**config.mk**
```make
export PLATFORM = sky130hd
export DESIGN_NAME = mem_arbiter
export DESIGN_NICKNAME = d
export VERILOG_FILES = /design/src/rtl/mem_arbiter.sv
export SDC_FILE = /design/constraint.sdc
export NUM_CORES = 1
export LEC_CHECK = 0
export ABC_AREA = 1
export CAP_MARGIN = 10
export CORE_ASPECT_RATIO = 1.25
export CORE_MARGIN = 10
export CORE_UTILIZATION = 41
export DETAILED_ROUTE_END_ITERATION = 10
export HOLD_SLACK_MARGIN = 0.08
export PLACE_DENSITY = 0.76
export SLEW_MARGIN = 20
export SYNTH_ARGS = -nofsm -noshare
export SYNTH_HDL_FRONTEND = slang
export SYNTH_SLANG_ARGS = --single-unit
```
**constraint.sdc**
```tcl
create_clock -name clk -period 6.3 [get_ports clk]
set_input_delay 1.89 -clock clk [delete_from_list [all_inputs] [get_ports clk]]
set_output_delay 1.89 -clock clk [all_outputs]
set_load 0.02 [all_outputs]
```
**src/rtl/mem_arbiter.sv**
```systemverilog
// ---------------------------------------------------------------------------
// mem_arbiter
//
// Shares one byte-wide synchronous RAM port between instruction fetch and the
// load/store unit. One request is accepted at a time and turned into 1, 2 or
// 4 byte-serial RAM accesses. Read bytes are assembled little-endian, and a
// one-cycle completion pulse goes back to the requester.
//
// Optional build macro: MEM_ARB_FAIR_EN
//   defined   : round-robin between the two sources when both are pending
//   undefined : fixed priority, the data request always wins
//
// Ports
//   clk        in   clock, rising edge
//   rst        in   asynchronous active-low reset
//   rdy        in   global ready; 0 freezes every register
//   mistaken   in   mispredict flush, aborts an instruction read
//   instEn     in   fetch request, held until instOutEn
//   instAddr   in   fetch address (4 bytes)
//   instOutEn  out  one-cycle pulse, inst valid
//   inst       out  fetched instruction
//   dataEn     in   LSU request, held until dataOutEn
//   dataWr     in   1 = store, 0 = load
//   dataLen    in   00 = 1 byte, 01 = 2 bytes, 1x = 4 bytes
//   dataAddr   in   LSU address, any alignment
//   dataIn     in   store data, byte 0 in bits [7:0]
//   dataOutEn  out  one-cycle pulse, load data valid / store done
//   dataOut    out  load data, zero-extended
//   ramAddr    out  RAM byte address
//   ramWr      out  RAM write strobe
//   ramDout    out  RAM write byte
//   ramDin     in   RAM read byte, two edges after ramAddr is registered
// ---------------------------------------------------------------------------
module mem_arbiter #(
  parameter int ADDR_W = 32
) (
  input  logic              clk,
  input  logic              rst,
  input  logic              rdy,
  input  logic              mistaken,
  input  logic              instEn,
  input  logic [ADDR_W-1:0] instAddr,
  output logic              instOutEn,
  output logic [31:0]       inst,
  input  logic              dataEn,
  input  logic              dataWr,
  input  logic [1:0]        dataLen,
  input  logic [ADDR_W-1:0] dataAddr,
  input  logic [31:0]       dataIn,
  output logic              dataOutEn,
  output logic [31:0]       dataOut,
  output logic [ADDR_W-1:0] ramAddr,
  output logic              ramWr,
  output logic [7:0]        ramDout,
  input  logic [7:0]        ramDin
);

  typedef enum logic [1:0] {
    IDLE  = 2'd0,
    READ  = 2'd1,
    WRITE = 2'd2
  } state_t;

  state_t            state_reg, state_next;
  logic [2:0]        cnt_reg, cnt_next;       // edges completed since the grant edge
  logic [2:0]        len_reg, len_next;       // byte count N
  logic [ADDR_W-1:0] addr_reg, addr_next;
  logic              src_data_reg, src_data_next;
  logic [31:0]       wdata_reg, wdata_next;
  logic [31:0]       rbuf_reg, rbuf_next;
  logic              inst_out_en_reg, inst_out_en_next;
  logic [31:0]       inst_reg, inst_next;
  logic              data_out_en_reg, data_out_en_next;
  logic [31:0]       data_out_reg, data_out_next;
  logic [ADDR_W-1:0] ram_addr_reg, ram_addr_next;
  logic              ram_wr_reg, ram_wr_next;
  logic [7:0]        ram_dout_reg, ram_dout_next;
`ifdef MEM_ARB_FAIR_EN
  logic              last_data_reg, last_data_next;  // 0 = last grant was inst
`endif

  logic [2:0]  edge_k;     // index of the edge being computed, relative to grant
  logic [1:0]  cap_idx;
  logic        cap_en;
  logic [31:0] cap_word;
  logic [7:0]  wr_byte;
  logic [2:0]  req_len;
  logic        inst_req;
  logic        grant_data;
  logic        grant_inst;

  assign edge_k = cnt_reg + 3'd1;

  // ramDin carries byte i at edge i+2, so the byte landing now is cnt_reg-1.
  assign cap_en  = (state_reg == READ) && (cnt_reg != 3'd0);
  assign cap_idx = cnt_reg[1:0] - 2'd1;

  genvar gi;
  generate
    for (gi = 0; gi < 4; gi++) begin : g_cap
      assign cap_word[8*gi +: 8] = (cap_en && (cap_idx == 2'(gi))) ? ramDin
                                                                  : rbuf_reg[8*gi +: 8];
    end
  endgenerate

  always_comb begin
    wr_byte = wdata_reg[7:0];
    case (edge_k[1:0])
      2'd1:    wr_byte = wdata_reg[15:8];
      2'd2:    wr_byte = wdata_reg[23:16];
      2'd3:    wr_byte = wdata_reg[31:24];
      default: wr_byte = wdata_reg[7:0];
    endcase
  end

  // Length code 10 is treated like 11 (full word).
  assign req_len  = (dataLen == 2'b00) ? 3'd1 :
                    (dataLen == 2'b01) ? 3'd2 : 3'd4;

  // A fetch raised together with a flush is stale and never granted.
  assign inst_req = instEn && !mistaken;

`ifdef MEM_ARB_FAIR_EN
  assign grant_data = dataEn && (!inst_req || !last_data_reg);
`else
  assign grant_data = dataEn;
`endif
  assign grant_inst = inst_req && !grant_data;

  always_comb begin
    state_next       = state_reg;
    cnt_next         = cnt_reg;
    len_next         = len_reg;
    addr_next        = addr_reg;
    src_data_next    = src_data_reg;
    wdata_next       = wdata_reg;
    rbuf_next        = rbuf_reg;
    inst_out_en_next = 1'b0;
    inst_next        = inst_reg;
    data_out_en_next = 1'b0;
    data_out_next    = data_out_reg;
    ram_addr_next    = ram_addr_reg;
    ram_wr_next      = 1'b0;
    ram_dout_next    = ram_dout_reg;
`ifdef MEM_ARB_FAIR_EN
    last_data_next   = last_data_reg;
`endif

    case (state_reg)
      IDLE: begin
        if (grant_data || grant_inst) begin
          src_data_next = grant_data;
          addr_next     = grant_data ? dataAddr : instAddr;
          len_next      = grant_data ? req_len : 3'd4;
          wdata_next    = dataIn;
          rbuf_next     = 32'h0;
          cnt_next      = 3'd0;
          ram_addr_next = grant_data ? dataAddr : instAddr;
`ifdef MEM_ARB_FAIR_EN
          last_data_next = grant_data;
`endif
          if (grant_data && dataWr) begin
            state_next    = WRITE;
            ram_wr_next   = 1'b1;
            ram_dout_next = dataIn[7:0];
          end else begin
            state_next    = READ;
          end
        end
      end

      READ: begin
        cnt_next  = edge_k;
        rbuf_next = cap_word;
        if (!src_data_reg && mistaken) begin
          // Flushed fetch: drop it; bytes still in the RAM pipe are never captured.
          state_next = IDLE;
        end else begin
          if (edge_k < len_reg) begin
            ram_addr_next = addr_reg + ADDR_W'(edge_k);
          end
          if (edge_k == len_reg + 3'd1) begin
            state_next = IDLE;
            if (src_data_reg) begin
              data_out_en_next = 1'b1;
              data_out_next    = cap_word;
            end else begin
              inst_out_en_next = 1'b1;
              inst_next        = cap_word;
            end
          end
        end
      end

      WRITE: begin
        cnt_next = edge_k;
        if (edge_k < len_reg) begin
          ram_addr_next = addr_reg + ADDR_W'(edge_k);
          ram_wr_next   = 1'b1;
          ram_dout_next = wr_byte;
        end else begin
          state_next       = IDLE;
          data_out_en_next = 1'b1;
        end
      end

      default: state_next = IDLE;
    endcase
  end

  always_ff @(posedge clk or negedge rst) begin
    if (!rst) begin
      state_reg       <= IDLE;
      cnt_reg         <= 3'd0;
      len_reg         <= 3'd0;
      addr_reg        <= '0;
      src_data_reg    <= 1'b0;
      wdata_reg       <= 32'h0;
      rbuf_reg        <= 32'h0;
      inst_out_en_reg <= 1'b0;
      inst_reg        <= 32'h0;
      data_out_en_reg <= 1'b0;
      data_out_reg    <= 32'h0;
      ram_addr_reg    <= '0;
      ram_wr_reg      <= 1'b0;
      ram_dout_reg    <= 8'h0;
`ifdef MEM_ARB_FAIR_EN
      last_data_reg   <= 1'b0;
`endif
    end else if (rdy) begin
      state_reg       <= state_next;
      cnt_reg         <= cnt_next;
      len_reg         <= len_next;
      addr_reg        <= addr_next;
      src_data_reg    <= src_data_next;
      wdata_reg       <= wdata_next;
      rbuf_reg        <= rbuf_next;
      inst_out_en_reg <= inst_out_en_next;
      inst_reg        <= inst_next;
      data_out_en_reg <= data_out_en_next;
      data_out_reg    <= data_out_next;
      ram_addr_reg    <= ram_addr_next;
      ram_wr_reg      <= ram_wr_next;
      ram_dout_reg    <= ram_dout_next;
`ifdef MEM_ARB_FAIR_EN
      last_data_reg   <= last_data_next;
`endif
    end
  end

  assign instOutEn = inst_out_en_reg;
  assign inst      = inst_reg;
  assign dataOutEn = data_out_en_reg;
  assign dataOut   = data_out_reg;
  assign ramAddr   = ram_addr_reg;
  assign ramWr     = ram_wr_reg;
  assign ramDout   = ram_dout_reg;

endmodule

```
==> results of run 1 <==
routing by layer:
metal	wire length (um)	vias to the layer above	track usage (%)
met5	32	-	0
met2	15440	318	31.48
met1	12170	4529	21.67
met3	2489	48	4.024
met4	618	4	4.994
li1	-	4734	-
cell type report:
type | count | share of cell area, %
flip-flops and latches | 212 | 38.27
multi-input cells | 972 | 33.97
repair buffers | 229 | 16.38
clock buffers | 30 | 4.486
well taps | 340 | 3.069
inverters | 107 | 2.897
clock inverters | 10 | 0.9297
placed cells by master (no fill, tap or decap), types with 15 or more instances in the layout:
master and instances:
o21ai_0 58, nand3_1 69, clkdlybuf4s50_1 218, nor2_1 85
ha_1 15, dfrtp_1 212, o22ai_1 34, clkbuf_16 23
o21ai_1 44, inv_1 101, nand2_1 511, o21ai_2 58
nor3_1 18
path summary, 6_finish.rpt:
kind,start,cells after the start,slack (ps),end
worst min register to register,wdata_reg[18]$_DFFE_PN0P_,2,470,wdata_reg[18]$_DFFE_PN0P_
min in group asynchronous,rst,1,1520,inst[7]$_DFFE_PN0P_
worst min-delay path,wdata_reg[18]$_DFFE_PN0P_,2,470,wdata_reg[18]$_DFFE_PN0P_
max in group asynchronous,rst,2,3690,dataOut[29]$_DFFE_PN0P_
worst max register to register,cnt_reg[0]$_DFFE_PN0P_,10,3140,ramAddr[3]$_DFFE_PN0P_
worst max-delay path,dataEn,9,2440,ramAddr[3]$_DFFE_PN0P_
logic make-up (layout without fill, tap and decap cells):
kind of cell / count (synthesis) / count (layout)
buf+inv: 171 / 376
flops: 212 / 212
compound gates: 234 / 234
xor+xnor: 8 / 8
mux: 1 / 1
simple gates: 713 / 713
fa+ha+maj: 16 / 16
metrics by stage:
stage / worst slack, ps / hold slack (ps) / cells
global placement: 1968 / 454.4 / 1860
global route: 2194 / 491.4 / 1900
detailed placement: 1941 / 458.5 / 1860
CTS: 2469 / 473.7 / 1900
floorplan: 3355 / 442.2 / 1355
finish: 2440 / 472.2 / 1900
report_power, final:
part / internal (mW) / switching (mW) / leakage [nW]
combinational: 1.16 / 1.92 / 3.29
sequential: 1.88 / 0.352 / 2.77
clock: 0.817 / 0.553 / 0.374
worst max-delay path: cells and delay by family:
kind | cells | cell delay [ps]
AOI/OAI and AO/OA | 2 | 190
buffers and inverters | 3 | 1130
and+or+nand+nor | 4 | 960
==> metrics.md, run 1 <==
| Metric | Value |
|---|---|
| Status | `finished clean` |
| Post-Synth Adder-Cell Area | `1.918%` |
| Routed vias/inst | `5.070` |
| WL/cell | `16.19 um` |
| Setup TNS | `0 ps` |
| RSZ-0062 raised after global routing | `no` |
| Clock Sinks | `212` |
| Mux cell area share after synthesis | `0.09244%` |
| Post-cts resize count | `0` |
| Worst hold path class | `reg -> reg` |
| Hold-fix buffers at CTS | `0` |
| Largest net degree at the start of global routing | `114` |
| CP endpoint kind | `register` |
| VDD IR-drop max | `0.0003135 V` |
| Worst Path Max Fanout | `36` |
| Crit path largest cell delay | `450 ps` |
| Drc violations | `0` |
| Core Footprint | `0.02601 mm2` |
| # diodes | `0` |
| FF/Latch Area | `0.005305 mm2` |
| Crit share post-route | `61.26%` |
| Total GRT Usage | `18.06%` |
| Final Skew | `9.003 ps` |
| First-pass GRT wire length | `49,530 um` |
| Syn nets | `1,484` |
| Pins Over Slew Limit | `0` |
| Die Wd | `165.4 um` |
| Area share of the largest cell type after synthesis | `48.99%` |
| Clock Latency Late Sink | `500 ps` |
| Main flop type after synthesis | `dfrtp_1` |
| Yosys cell types | `38` |
| Most common cell in the synthesized netlist | `nand2_1` |
| Multi-input gate area | `0.004708 mm2` |
| Routed Antenna Nets | `0` |
| PwrDens | `481.9 mW/mm2` |
| Die area | `0.03335 mm2` |
| CTS Root Cell | `clkbuf_16` |
| Cell area after placement | `0.01311 mm2` |
| Worst-Margin Slew | `1066 ps` |
| DRT Pass-1 Iters | `8` |
| Slew headroom | `28.85%` |
| XOR/XNOR Fraction of Synth Area | `0.6471%` |
| Period minus WS final | `3860 ps` |
| Layout fillers | `2,442` |
| Post-Synth Simple-Gate Area | `26.98%` |
| Synth-to-layout area growth | `28.02%` |
| Final Hold Fails | `0` |
| CTS buffer count | `22` |
| CTS max path bufs | `3` |
| Die height | `201.7 um` |
| Mapped Cells | `1,355` |
| Cell taking the most area after synthesis | `dfrtp_1` |
| Setup CP Type | `in -> reg` |
| Postcts setup bufs | `0` |
| Reported max-cap violation count | `0` |
| Crit-path cells | `clkdlybuf4s50_1 -> buf_4 -> a21oi_2 -> nand2_2 -> nand4_4 -> nor2_4 -> inv_2 -> nand2_1 -> o21ai_0` |
| Syn avg cell area | `7.991 um2` |
| #FFs+latches synth | `212` |
| Remaining global-route overflow | `0` |
| Vias | `9,633` |
| WL final | `30,760 um` |
| Final Total Pwr | `6.680 mW` |
| Nets | `1,673` |
| Seq/Total Area, Yosys | `48.99%` |
| DR iter-0 viols | `745` |
| Leakage power | `6.436 nW` |
| Initial Util | `41.63%` |
| Vias in the first global route | `9,584` |
| Worst EP required | `6660 ps` |
| H-tree Lvls | `1` |
| Largest family of logic cells by synthesized area | `simple AND/OR/NAND/NOR gates` |
| Synth top area cells | `dfrtp_1 49%, nand2_1 18%, o21ai_2 4.7%` |
| Async S/R FF share, synth | `100.0%` |
| Dpl hpwl | `22,780 um` |
| Initial antenna violation count | `2` |
| Final instance area | `0.01386 mm2` |
| # rows | `66` |
| Worst EP arrival | `4220 ps` |
| Compound-cell area share of the yosys netlist | `13.84%` |
| Achievable frequency | `259.1 MHz` |
| CTS tree | `yes` |
| Most common library cells after synthesis | `511 x nand2_1, 212 x dfrtp_1, 101 x inv_1` |
| Setup Viol. Count Final | `0` |
| Post-synth EDFFs | `0` |
| Synthesized area | `0.01083 mm2` |
| Port bufs | `219` |
| Ratio of cells with drive above 1 in the final layout | `8.974%` |
| Final GP Congestion | `0.9056` |
| Critical Path Start Type | `input port` |
| I/O Pins | `220` |
| Fin util | `53.29%` |
| YS warnings | `0` |
| Crit path max-delay cell type | `clkdlybuf4s50_1` |
| CTS clock-pin slew for the worst setup and hold paths | `60 ps` |
Power figures use the tool's default switching activity.
==> inputs of run 2 (changes only) <==
==> constraint.sdc (replaced) <==
create_clock -name clk -period 3.8 [get_ports clk]
set_input_delay 1.14 -clock clk [delete_from_list [all_inputs] [get_ports clk]]
set_output_delay 1.14 -clock clk [all_outputs]
set_load 0.02 [all_outputs]
==> run 2 against run 1 <==
Net effect: non-clock buffer count increased by 4; critical endpoint is now ramAddr[26]$_DFFE_PN0P_; die area unchanged; clock skew decreased by 3.1 ps.
==> metrics.md, run 2 (synthesis gave the netlist of run 1 again) <==
| Metric | Value |
|---|---|
| Cell area after placement | `0.01317 mm2` |
| CP Buf/Inv Count | `3` |
| Reported max-cap violation count | `0` |
| Initial antenna violation count | `4` |
| Hold-fix buffers at CTS | `0` |
| Final Hold Fails | `0` |
| Metal2 WL | `15,760 um` |
| CTS clock-pin slew for the worst setup and hold paths | `60 ps` |
| Status | `finished clean` |
| Postcts setup bufs | `0` |
| Routed Antenna Nets | `0` |
| Crit path largest cell delay | `570 ps` |
| Remaining global-route overflow | `0` |
| Clock Latency Late Sink | `500 ps` |
| Worst reg2reg path startpoint | `cnt_reg[0]$_DFFE_PN0P_` |
| Metal-1 WL | `12,420 um` |
| Clock Sinks | `212` |
| PwrDens | `800.6 mW/mm2` |
| Hold Startpoint | `wdata_reg[12]$_DFFE_PN0P_` |
| Total GRT Usage | `18.31%` |
| Final Total Pwr | `11.15 mW` |
| Hold WS | `470.6 ps` |
| Commonest non-fill, non-tap cell in the layout | `nand2_1` |
| Final GP Congestion | `0.8956` |
| Worst R2R Setup Slack | `840 ps` |
| Worst-Margin Slew | `881.0 ps` |
| VDD IR-drop max | `0.0005459 V` |
| Hold path endpoint | `wdata_reg[12]$_DFFE_PN0P_` |
| Vias | `9,605` |
| Largest net degree at the start of global routing | `96` |
| Crit path max-delay cell type | `nor2_1` |
| Vias in the first global route | `9,664` |
| Final instance area | `0.01393 mm2` |
| Leakage power | `6.463 nW` |
| CTS max path bufs | `3` |
| Worst EP arrival | `3350 ps` |
| Nets | `1,677` |
| Post-Layout Cell Count | `1,904` |
| RSZ-0062 raised after global routing | `no` |
| Top Layer Used | `met5` |
| Crit-path cells | `inv_1 -> ha_1 -> inv_1 -> fa_1 -> inv_1 -> nand2_1 -> nand2_1 -> nand2_1 -> nor2_1 -> nand2_1 -> nand2_1 -> nand3_1 -> nand2_1 -> nand2_1` |
| Die Wd | `165.4 um` |
| Worst Path Max Fanout | `7` |
| CTS Root Cell | `clkbuf_16` |
| DRT Pass-1 Iters | `7` |
| First-pass GRT wire length | `50,110 um` |
| CP Depth | `14` |
| Setup Viol. Count Final | `0` |
| Die area | `0.03335 mm2` |
| WL/cell | `16.42 um` |
| Period minus WS final | `2961 ps` |
| Pins Over Slew Limit | `0` |
| Routed vias/inst | `5.045` |
| Achievable frequency | `337.7 MHz` |
| Hold depth | `2` |
| Worst R2R Path Depth | `14` |
| Setup CP Type | `reg -> reg` |
| Setup TNS | `0 ps` |
| Die height | `201.7 um` |
| Drc violations | `0` |
| Core Footprint | `0.02601 mm2` |
| Pre-CTS setup slack | `633.9 ps` |
| CP endpoint kind | `register` |
| Fin util | `53.54%` |
| Crit share post-route | `77.92%` |
| Ratio of cells with drive above 1 in the final layout | `9.213%` |
| Slew headroom | `41.27%` |
| # rows | `66` |
| Worst hold path class | `reg -> reg` |
| DR iter-0 viols | `652` |
| Post-cts resize count | `0` |
| H-tree Lvls | `1` |
| Metal3 WL | `2315 um` |
| CP dominant cell by count | `nand2_1` |
| CP delay by family, top | `simple AND/OR/NAND/NOR gates` |
| I/O Pins | `220` |
| R2r endpoint | `ramAddr[26]$_DFFE_PN0P_` |
| Commonest non-fill, non-tap cells in the layout | `511 x nand2_1, 218 x clkdlybuf4s50_1, 212 x dfrtp_1` |
| WL final | `31,260 um` |
| Setup ws final | `839.2 ps` |
| Cells after DPL | `1,864` |
| Dpl hpwl | `23,220 um` |
| Synth-to-layout area growth | `28.62%` |
| Initial Util | `41.63%` |
| Port bufs | `219` |
| CTS tree | `yes` |
| CTS buffer count | `22` |
| Worst EP required | `4190 ps` |
| Critical Path Start Type | `register` |
| Final Skew | `5.952 ps` |
## run 2: routing by layer
layer  vias to the layer above  global-route usage, %
met3                        60                  3.860
met5                         -                      0
met4                         6                  5.214
met1                      4495                  21.55
li1                       4747                      -
met2                       297                  32.49
## run 2: worst max path at each step
| stage | startpoint | to | slack (ps) |
|---|---|---|---|
| 6_report | cnt_reg[0]$_DFFE_PN0P_ | ramAddr[26]$_DFFE_PN0P_ | 840 |
| 3_5_place_dp | rdy | inst[9]$_DFFE_PN0P_ | 630 |
| 5_1_grt | cnt_reg[0]$_DFFE_PN0P_ | ramDout[5]$_DFFE_PN0P_ | 560 |
| 4_1_cts | cnt_reg[0]$_DFFE_PN0P_ | ramDout[2]$_DFFE_PN0P_ | 820 |
| 2_1_floorplan | cnt_reg[0]$_DFFE_PN0P_ | ramAddr[26]$_DFFE_PN0P_ | 1500 |
| 3_3_place_gp | rdy | inst[15]$_DFFE_PN0P_ | 660 |
## run 2: power breakdown
group	leakage [nW]	total (mW)	internal (mW)	switching (mW)
combinational	3.32	5.15	1.94	3.21
sequential	2.77	3.72	3.12	0.602
clock	0.372	2.28	1.37	0.906
## run 2: tightest hold or removal path: stages (launching register included)
cell and delay, ps:
dfrtp_1 340, nand2_1 50, nand2_1 50
## run 2: layout make-up
cell class / instances / area, um2
flip-flops and latches: 212 / 5305
repair buffers: 233 / 2326
multi-input cells: 972 / 4708
fillers: 2441 / 12090
clock inverters: 9 / 126.4
clock buffers: 30 / 631.9
inverters: 107 / 401.6
well taps: 340 / 425.4
diodes: 1 / 2.502
==> inputs of run 3 (changes only) <==
==> constraint.sdc (replaced) <==
create_clock -name clk -period 2.8 [get_ports clk]
set_input_delay 0.84 -clock clk [delete_from_list [all_inputs] [get_ports clk]]
set_output_delay 0.84 -clock clk [all_outputs]
set_load 0.02 [all_outputs]
==> run 3 against run 2 <==
Net effect: global-route usage up 0.23 points; die area unchanged; count of clock-buffer cells in the layout down 1.
==> metrics.md, run 3 (synthesis gave the netlist of run 1 again) <==
| Metric | Value |
|---|---|
| Status | `finished clean` |
| First-pass GRT wire length | `50,710 um` |
| Layout fillers | `2,433` |
| CTS Root Cell | `clkbuf_16` |
| Commonest non-fill, non-tap cell in the layout | `nand2_1` |
| Worst EP required | `3190 ps` |
| Final Skew | `26.88 ps` |
| Initial antenna violation count | `2` |
| # rows | `66` |
| Nets | `1,689` |
| Pins Over Slew Limit | `0` |
| CTS buffer count | `22` |
| Crit path max-delay cell type | `dfrtp_1` |
| Post-cts resize count | `0` |
| Achievable frequency | `398.0 MHz` |
| Worst-Margin Slew | `665.4 ps` |
| Dpl hpwl | `23,470 um` |
| WL final | `31,650 um` |
| Slew headroom | `55.64%` |
| Vias in the first global route | `9,657` |
| Ratio of cells with drive above 1 in the final layout | `9.898%` |
| Core Footprint | `0.02601 mm2` |
| Synth-to-layout area growth | `30.54%` |
| Crit path largest cell delay | `430 ps` |
| RSZ-0062 raised after global routing | `no` |
| Hold-fix buffers at CTS | `0` |
| Final Hold Fails | `0` |
| CTS max path bufs | `3` |
| CP endpoint kind | `register` |
| DRT Pass-1 Iters | `5` |
| Die area | `0.03335 mm2` |
| Crit-path cells | `inv_1 -> ha_1 -> inv_1 -> fa_1 -> inv_1 -> nand2_1 -> nand2_1 -> nand2_1 -> nor2_1 -> xor2_1 -> nand2_1 -> nand2_1 -> nand2_1` |
| Period minus WS final | `2512 ps` |
| Worst R2R Setup Slack | `290 ps` |
| Hold WS | `334.4 ps` |
| Routed vias/inst | `5.050` |
| CP dominant cell by count | `nand2_1` |
| Setup TNS | `0 ps` |
| H-tree Lvls | `1` |
| Cells after DPL | `1,876` |
| FF/Latch Area | `0.005305 mm2` |
| VDD IR-drop max | `0.0007605 V` |
| Total GRT Usage | `18.53%` |
| CTS tree | `yes` |
| CTS clock-pin slew for the worst setup and hold paths | `60 ps` |
| I/O Pins | `220` |
| Die height | `201.7 um` |
| Largest net degree at the start of global routing | `67` |
| Remaining global-route overflow | `0` |
| Post-Layout Cell Count | `1,916` |
| Leakage power | `6.569 nW` |
| Clock Sinks | `212` |
| Commonest non-fill, non-tap cells in the layout | `511 x nand2_1, 218 x clkdlybuf4s50_1, 212 x dfrtp_1` |
| DR iter-0 viols | `685` |
| Setup Viol. Count Final | `0` |
| Routed Antenna Nets | `0` |
| PwrDens | `1089 mW/mm2` |
| Worst hold path class | `in -> async` |
| Vias | `9,675` |
| Drc violations | `0` |
| Critical Path Start Type | `register` |
| Crit share post-route | `89.73%` |
| Final GP Congestion | `0.9272` |
| Postcts setup bufs | `0` |
| WL/cell | `16.52 um` |
| Die Wd | `165.4 um` |
| Initial Util | `41.63%` |
| Worst Path Max Fanout | `5` |
| Setup CP Type | `reg -> reg` |
| Multi-input gate area | `0.004708 mm2` |
| # diodes | `0` |
| Clock Latency Late Sink | `520 ps` |
| Worst EP arrival | `2900 ps` |
| Reported max-cap violation count | `0` |
| Port bufs | `219` |
-- run 3: cell count changes in the layout (fill, tap and decap cells not counted), sizes merged --
cell and delta:
clkbuf -1, bufinv +2, buf +12, diode -1
-- run 3: where the power goes --
| part | total, mW | switching (mW) | internal [mW] |
|---|---|---|---|
| logic | 7.13 | 4.41 | 2.73 |
| registers | 5.05 | 0.816 | 4.24 |
| clock network | 3.21 | 1.24 | 1.97 |
| total | 15.4 | 6.47 | 8.93 |
-- run 3: final timing paths --
check | endpoint | startpoint | cells past startpoint
hold / removal | wdata_reg[14]$_DFFE_PN0P_ | rst | 1
setup reg to reg | ramAddr[14]$_DFFE_PN0P_ | cnt_reg[0]$_DFFE_PN0P_ | 13
max in group asynchronous | rbuf_reg[16]$_DFFE_PN0P_ | rst | 2
hold reg to reg | wdata_reg[11]$_DFFE_PN0P_ | wdata_reg[11]$_DFFE_PN0P_ | 2
setup / recovery | ramAddr[14]$_DFFE_PN0P_ | cnt_reg[0]$_DFFE_PN0P_ | 13
min in group clk | wdata_reg[11]$_DFFE_PN0P_ | wdata_reg[11]$_DFFE_PN0P_ | 2
-- run 3: stage by stage --
step	util, %	power [mW]	setup WS (ps)	area [um2]
final	54.34	15.40	287.6	14130
after global routing	54.34	16.52	17.36	14130
after CTS	54.34	15.53	236.9	14130
after detailed placement	51.30	12.25	52.70	13340
after global placement	51.30	12.05	149.0	13340
after floorplan	-	9.505	498.8	10830
-- run 3: worst max-delay path, delay by kind of cell, from the launching register on --
kind / cells / cell delay [ps]
DFF: 1 / 430
adders and majority gates: 2 / 740
and+or+nand+nor: 7 / 790
xor gates and xnor gates: 1 / 170
buffers and inverters: 3 / 260
-- run 3: area by class of cell --
cell class	instances	share of cell area [%]
multi-input combinational	972	33.31
inverter	107	2.841
tap	340	3.010
sequential	212	37.53
clock buffer	29	4.222
timing repair buffer	245	17.71
clock inverter	11	1.372
-- run 3: per-layer routing --
layer	global-route usage, %	vias up	part of all wire (%)
met1	22.13	4567	39
met5	0	-	0.085
li1	-	4764	-
met4	3.706	4	1.5
met3	4.269	41	7.7
met2	32.99	299	51
